**config.mk**
```make
export PLATFORM = sky130hd
export DESIGN_NAME = pwm_divider
export DESIGN_NICKNAME = d
export VERILOG_FILES = /design/src/rtl/pwm_pkg.sv /design/src/rtl/pwm_channel.sv /design/src/rtl/pwm_divider.sv
export SDC_FILE = /design/constraint.sdc
export NUM_CORES = 1
export LEC_CHECK = 0
export ABC_AREA = 1
export ABC_CLOCK_PERIOD_IN_PS = 3950
export CORE_ASPECT_RATIO = 0.8
export CORE_MARGIN = 4
export CORE_UTILIZATION = 54
export DETAILED_ROUTE_END_ITERATION = 10
export HOLD_SLACK_MARGIN = 0.12
export PLACE_DENSITY = 0.7
export RECOVER_POWER = 50
export SYNTH_ARGS = -nofsm -noshare
export SYNTH_HDL_FRONTEND = slang
export SYNTH_SLANG_ARGS = --single-unit
```
**constraint.sdc**
```tcl
create_clock -name sys_clk -period 3.95 [get_ports sys_clk]
set_clock_uncertainty 0.1 [all_clocks]
set_input_delay 0.9875 -clock sys_clk [delete_from_list [all_inputs] [get_ports sys_clk]]
set_output_delay 0.9875 -clock sys_clk [all_outputs]
set_load 0.02 [all_outputs]
```
**src/rtl/pwm_pkg.sv**
```systemverilog
// rtl/pwm_pkg.sv - shared mode encodings, channel config type and helpers for pwm_divider
package pwm_pkg;

  localparam logic MODE_TOGGLE = 1'b0;
  localparam logic MODE_PWM    = 1'b1;

  // Config fields are stored at a fixed maximum width; channels zero-extend
  // their CNT_WIDTH values into it and the unused upper bits stay constant.
  localparam int CFG_WIDTH_MAX = 32;

  typedef struct packed {
    logic [CFG_WIDTH_MAX-1:0] period;
    logic [CFG_WIDTH_MAX-1:0] duty;
  } pwm_cfg_t;

  function automatic int clog2_min1(input int n);
    return (n <= 1) ? 1 : $clog2(n);
  endfunction

endpackage

```
**src/rtl/pwm_channel.sv**
```systemverilog
// rtl/pwm_channel.sv - one divider/PWM channel: counter, active/shadow config, pending flag, output
module pwm_channel
  import pwm_pkg::*;
#(
  parameter int          CNT_WIDTH  = 25,
  parameter int unsigned PERIOD_RST = 24_999_999,
  parameter int unsigned DUTY_RST   = 12_500_000
) (
  input  logic                 sys_clk,
  input  logic                 sys_rst_n,
  input  logic                 advance,
  input  logic                 en,
  input  logic                 mode,
  input  logic                 load,
  input  logic [CNT_WIDTH-1:0] cfg_period,
  input  logic [CNT_WIDTH-1:0] cfg_duty,
  output logic                 pending,
  output logic                 out,
  output logic                 wrap
);

  localparam pwm_cfg_t RST_CFG = '{period: PERIOD_RST, duty: DUTY_RST};

  logic [CNT_WIDTH-1:0]     cnt;
  logic [CNT_WIDTH-1:0]     cnt_next;
  pwm_cfg_t                 act_cfg;
  pwm_cfg_t                 shd_cfg;
  pwm_cfg_t                 new_cfg;
  logic [CFG_WIDTH_MAX-1:0] eff_duty;
  logic                     wrap_hit;
  logic                     apply;

  // Next count, wrap detection and the shadow->active hand-over point.
  // On the applying wrap the new duty already shapes the first cycle.
  always_comb begin
    new_cfg.period = CFG_WIDTH_MAX'(cfg_period);
    new_cfg.duty   = CFG_WIDTH_MAX'(cfg_duty);
    wrap_hit       = (CFG_WIDTH_MAX'(cnt) == act_cfg.period);
    cnt_next       = wrap_hit ? '0 : cnt + CNT_WIDTH'(1);
    apply          = pending && (!en || (advance && wrap_hit));
    eff_duty       = apply ? shd_cfg.duty : act_cfg.duty;
  end

  // Config registers, counter and registered outputs.
  always_ff @(posedge sys_clk or negedge sys_rst_n) begin
    if (!sys_rst_n) begin
      cnt     <= '0;
      out     <= 1'b0;
      wrap    <= 1'b0;
      pending <= 1'b0;
      act_cfg <= RST_CFG;
      shd_cfg <= RST_CFG;
    end else begin
      if (apply) begin
        act_cfg <= shd_cfg;
      end
      // A request landing on the applying edge becomes the next pending one.
      if (load) begin
        shd_cfg <= new_cfg;
        pending <= 1'b1;
      end else if (apply) begin
        pending <= 1'b0;
      end
      if (!en) begin
        cnt  <= '0;
        out  <= 1'b0;
        wrap <= 1'b0;
      end else if (advance) begin
        cnt  <= cnt_next;
        wrap <= wrap_hit;
        unique case (mode)
          MODE_TOGGLE: out <= out ^ wrap_hit;
          MODE_PWM:    out <= (CFG_WIDTH_MAX'(cnt_next) < eff_duty);
        endcase
      end else begin
        wrap <= 1'b0;
      end
    end
  end

endmodule

```
**src/rtl/pwm_divider.sv**
```systemverilog
// rtl/pwm_divider.sv - multi-channel clock divider / PWM top; optional shared prescaler under PWM_PRESCALE_EN
module pwm_divider
  import pwm_pkg::*;
#(
  parameter int          CH_NUM     = 4,
  parameter int          CNT_WIDTH  = 25,
  parameter int unsigned PERIOD_RST = 24_999_999,
  parameter int unsigned DUTY_RST   = 12_500_000,
  parameter int          PRESCALE   = 50
) (
  input  logic                            sys_clk,
  input  logic                            sys_rst_n,
  input  logic [CH_NUM-1:0]               en,
  input  logic [CH_NUM-1:0]               mode,
  input  logic                            cfg_valid,
  output logic                            cfg_ready,
  input  logic [clog2_min1(CH_NUM)-1:0]   cfg_ch,
  input  logic [CNT_WIDTH-1:0]            cfg_period,
  input  logic [CNT_WIDTH-1:0]            cfg_duty,
  output logic [CH_NUM-1:0]               out,
  output logic [CH_NUM-1:0]               wrap
);

  localparam int CH_W = clog2_min1(CH_NUM);

  logic              advance;
  logic [CH_NUM-1:0] pending;
  logic [CH_NUM-1:0] load;

`ifdef PWM_PRESCALE_EN
  localparam int PRE_W = clog2_min1(PRESCALE);

  logic [PRE_W-1:0] pre_cnt;

  assign advance = (pre_cnt == PRE_W'(PRESCALE - 1));

  // Free-running shared prescaler; channels advance on its terminal count.
  always_ff @(posedge sys_clk or negedge sys_rst_n) begin
    if (!sys_rst_n) begin
      pre_cnt <= '0;
    end else begin
      pre_cnt <= advance ? '0 : pre_cnt + PRE_W'(1);
    end
  end
`else
  assign advance = 1'b1;
`endif

  // Ready reflects the addressed channel's pending flag; an address beyond
  // CH_NUM is accepted and discarded so the port never stalls.
  always_comb begin
    cfg_ready = 1'b1;
    load      = '0;
    for (int i = 0; i < CH_NUM; i++) begin
      if (cfg_ch == CH_W'(i)) begin
        cfg_ready = ~pending[i];
      end
    end
    for (int i = 0; i < CH_NUM; i++) begin
      load[i] = cfg_valid && cfg_ready && (cfg_ch == CH_W'(i));
    end
  end

  for (genvar i = 0; i < CH_NUM; i++) begin : g_ch
    pwm_channel #(
      .CNT_WIDTH  (CNT_WIDTH),
      .PERIOD_RST (PERIOD_RST),
      .DUTY_RST   (DUTY_RST)
    ) u_ch (
      .sys_clk    (sys_clk),
      .sys_rst_n  (sys_rst_n),
      .advance    (advance),
      .en         (en[i]),
      .mode       (mode[i]),
      .load       (load[i]),
      .cfg_period (cfg_period),
      .cfg_duty   (cfg_duty),
      .pending    (pending[i]),
      .out        (out[i]),
      .wrap       (wrap[i])
    );
  end

endmodule
```
==> key figures <==
Clocking
  – Sink Count: between 500 and 600
  – CTS Buffer Depth: 3
  – Cts hold-fix bufs: 0
  – Root Driver: clkbuf_16
  – Total CTS buffers: 51
  – Skew-Pair Late Insertion Delay: 0.61 ns
  – CTS tree: yes
  – # H-tree levels: 2
  – Worst-path clk slew: 0.06 ns

Cells and area
  – Fin cells: 3688
  – Design area: around 28000 µm²
  – Share of cells above drive strength 1: about 17%
  – Layout Nets: around 3.2k
  – Area growth syn-to-layout: 13.5%

STA
  – Final Hold Fails: 0
  – Period utilization: a little over nine tenths
  – Final setup TNS: 0 ns
  – Slew HR: -48.7%
  – Max Slew Vio Count: just over 80
  – Worst Max-Slew Pin Slew: approximately 2.2 ns
  – Final setup violation count: 0
  – RSZ-0062 raised after global routing: true
  – Tmin final: between 3 and 4 ns
  – Fmax achieved: between 200 and 300 MHz

Worst setup path
  – Reg-to-reg startpoint: g_ch[1].u_ch.act_cfg[54]
  – Most frequent cell on the critical path: nand2_1
  – FF-to-FF setup slack: approximately 0.22 ns
  – Cell Chain, Critical Path: inv_1 > nand2_1 > nand2_1 > nor2_1 > nand3_1 > nor2_1 > nand3_1 > nand2_1 > nand2_1 > buf_4 > o21ai_0 > ha_1 > a21oi_1 > a21oi_1 > a2111oi_2 > nand2_1 > nand2_1 > nand2_1 > a21oi_1
  – Worst path buffer plus inverter count: 2
  – Crit path kind: reg -> reg
  – Crit-path slowest cell: dfstp_2
  – CP required: about 4.4 ns
  – Setup crit end kind: flip-flop
  – Crit path max fanout: 37
  – CP delay by family, top: simple AND/OR/NAND/NOR gates
  – R2r endpoint: g_ch[1].u_ch.out
  – Worst r2r path cells: 19
  – CP Launch Type: flip-flop
  – Crit path DAT: ~4.2 ns
  – Largest incremental delay on the critical path: around 0.53 ns

Power and ir drop
  – Leak: roughly 14 nW
  – Combinational share of power: between 10% and 20%
  – Switching power: approximately 4.5 mW
  – Switching fraction of total power: 29.1%
  – Power Total: between 15 and 20 mW
  – Power Internal: 11.0 mW
  – Clock power share: between 30% and 40%
  – Sequential Power Share: approximately half
  – Peak supply drop: roughly 0.38 mV
  – Pwr per Cell Area: ~540 nW/µm²

Synth
  – Async S/R FF share, synth: between 90% and 100%
  – Syn avg cell area: roughly 8.5 µm²
  – Post-synthesis cell count: 2956
  – Post-synth EDFFs: 0
  – Sequential fraction of the synthesis area: approximately 52%
  – Netlist cell types: 44
  – Ys flop type: dfrtp_1
  – Flip-flop and latch count after synthesis: between 500 and 600
  – Mapped cell area: around 25000 µm²
  – Syn_nets: 3119
  – Ys Warns: 0

Global route
  – Remaining Overflow, GRT: 0
  – Initial antenna violation count: 8
  – All-Layer GR Usage: approximately 28%
  – Largest net degree at the start of global routing: roughly 100
  – Global-route wire length before repair: between 100000 and 150000 µm
  – Vias in the first global route: roughly 19k

Die
  – FP Rows: 70
  – Core area: about 46000 µm²
  – Boundary Pins: roughly 70
  – Die area: ~50000 µm²
  – Starting Density: a little over half
  – Die Span Y: between 200 and 250 µm
  – Die width: ~250 µm

Min path
  – Min-Delay Path Depth: 2
  – Hold Path Origin: g_ch[2].u_ch.shd_cfg[50]
  – Hold endpoint: g_ch[2].u_ch.act_cfg[50]
  – Hold Crit Class: reg -> reg

Place
  – Cell total after placement: around 3.6k
  – Dpl cell area: approximately 27000 µm²
  – Gpl congestion: ~0.95
  – Post-detail-place hpwl: roughly 50000 µm
  – Buffers on Ports: 71

Route
  – Wirelength per Cell: 19.0 µm
  – Post-route antenna net violation count: 0
  – Vias per std cell: around 5.4
  – Vias: 20.0k
  – Drt initial violations: ~1.7k
  – Final WL: about 70000 µm
  – DRC: 0
  – Drt pass-1 iters: 6

Outcome
  – Failing checks: max-capacitance violations, max-slew violations
  – Outcome: finished with violations

Flow run
  – Max-cap violation count: 1
[state kept, by name (all words and copies together), names as in the netlist]
register           flops
g_ch.u_ch.shd_cfg    200
g_ch.u_ch.wrap         4
g_ch.u_ch.out          4
g_ch.u_ch.pending      4
g_ch.u_ch.act_cfg    200
g_ch.u_ch.cnt        100
[cells in the final DEF, fill, tap and decap left out, drive strengths merged, types with 2 or more instances in the layout]
master,count
or4,2
o221ai,4
clkinv,13
ha,100
inv,353
o211ai,2
o221a,3
nand3,66
nand4,33
bufinv,4
a31oi,2
a21oi,55
xor2,60
and2,5
nand2,748
dfrtp,280
o21ai,372
buf,54
nor3,69
a211oi,12
dfstp,232
clkinvlp,3
xnor2,35
nor4,31
or2,96
clkbuf,89
nor2,278
clkdlybuf4s50,69
[per-stage QoR]
stage	utilization [%]	setup WS, ns	hold slack (ns)
finish	62.2	0.215	0.359
global route	62.2	-0.121	0.376
CTS	62.2	0.0445	0.329
detailed placement	58.4	0.0435	0.351
global placement	58.4	0.118	0.347
floorplan	-	0.835	0.342
[cell type report]
| cell class | instances | area [µm²] |
|---|---|---|
| Antenna cell | 1 | 2.50 |
| Clock buffer | 78 | 1540 |
| Clock inverter | 18 | 213 |
| Fill cell | 3907 | 17300 |
| Inverter | 355 | 1340 |
| Multi-Input combinational cell | 1977 | 10300 |
| Sequential cell | 512 | 13100 |
| Tap cell | 612 | 766 |
| Timing Repair Buffer | 135 | 1240 |
[cells in the mapped netlist, types with 5 or more instances]
library cell / count / area (µm²)
o21ai_0: 336 / 1680
nor3_1: 62 / 310
dfstp_2: 232 / 6100
and2_1: 5 / 31.3
inv_2: 13 / 48.8
or2_2: 96 / 601
nor2_1: 272 / 1020
a21oi_1: 55 / 275
clkbuf_1: 79 / 297
nand3_1: 61 / 305
o21ai_1: 36 / 180
nor4_1: 28 / 175
buf_2: 18 / 90.1
ha_1: 100 / 1250
nand4_1: 33 / 206
a211oi_1: 12 / 90.1
nand2_1: 742 / 2790
buf_4: 10 / 75.1
dfrtp_1: 280 / 7010
xnor2_1: 35 / 307
nor3_2: 6 / 60.1
inv_1: 339 / 1270
xor2_1: 60 / 526
[how the worst max path moves through the flow]
stage	startpoint	endpoint	slack (ns)	cells after the start
after global routing	g_ch[0].u_ch.cnt[19]	g_ch[0].u_ch.out	-0.12	22
after global placement	cfg_ch[0]	cfg_ready	0.12	5
after CTS	cfg_ch[1]	cfg_ready	0.04	5
after detailed placement	en[1]	g_ch[1].u_ch.out	0.04	15
after floorplan	en[1]	g_ch[1].u_ch.out	0.83	16
final	g_ch[1].u_ch.act_cfg[54]	g_ch[1].u_ch.out	0.22	19
[repair_timing]
item,4_1_cts,5_1_grt
resized for setup,0,19
setup buffers,0,4
endpoints found under the hold margin,0,0
endpoints found under the setup margin,0,5
[worst min-delay path, stage by stage (launching register included)]
cell and delay, ns:
dfstp_2 0.36, nand2_1 0.05, nand2_1 0.04
[power by group through the flow]
stage               logic [mW]  clock network, mW  registers (mW)
detailed placement        2.95                  0            7.52
global placement          2.81                  0            7.49
CTS                       2.97               5.19            7.45
floorplan                 2.10                  0            7.28
global route              3.38               5.41            7.59
finish                    2.94               5.10            7.46
[logic make-up (layout without fill, tap and decap cells)]
family / after synthesis / count (layout) / synth area share (%)
simple gates: 1329 / 1329 / 22.9
buf+inv: 467 / 586 / 7.23
xor+xnor: 95 / 95 / 3.32
other cells: 0 / 1 / 0
compound gates: 453 / 453 / 9.36
fa+ha+maj: 100 / 100 / 4.99
flops: 512 / 512 / 52.2
[routing by layer]
metal,vias to the layer above,GRT usage (%),part of all wire (%)
met4,0,9.74,3.7
met2,657,41.3,43
met1,9671,41.6,46
met3,115,5.14,7.2
li1,9571,-,-
met5,-,0,0
(Power assumes the default switching activity.)
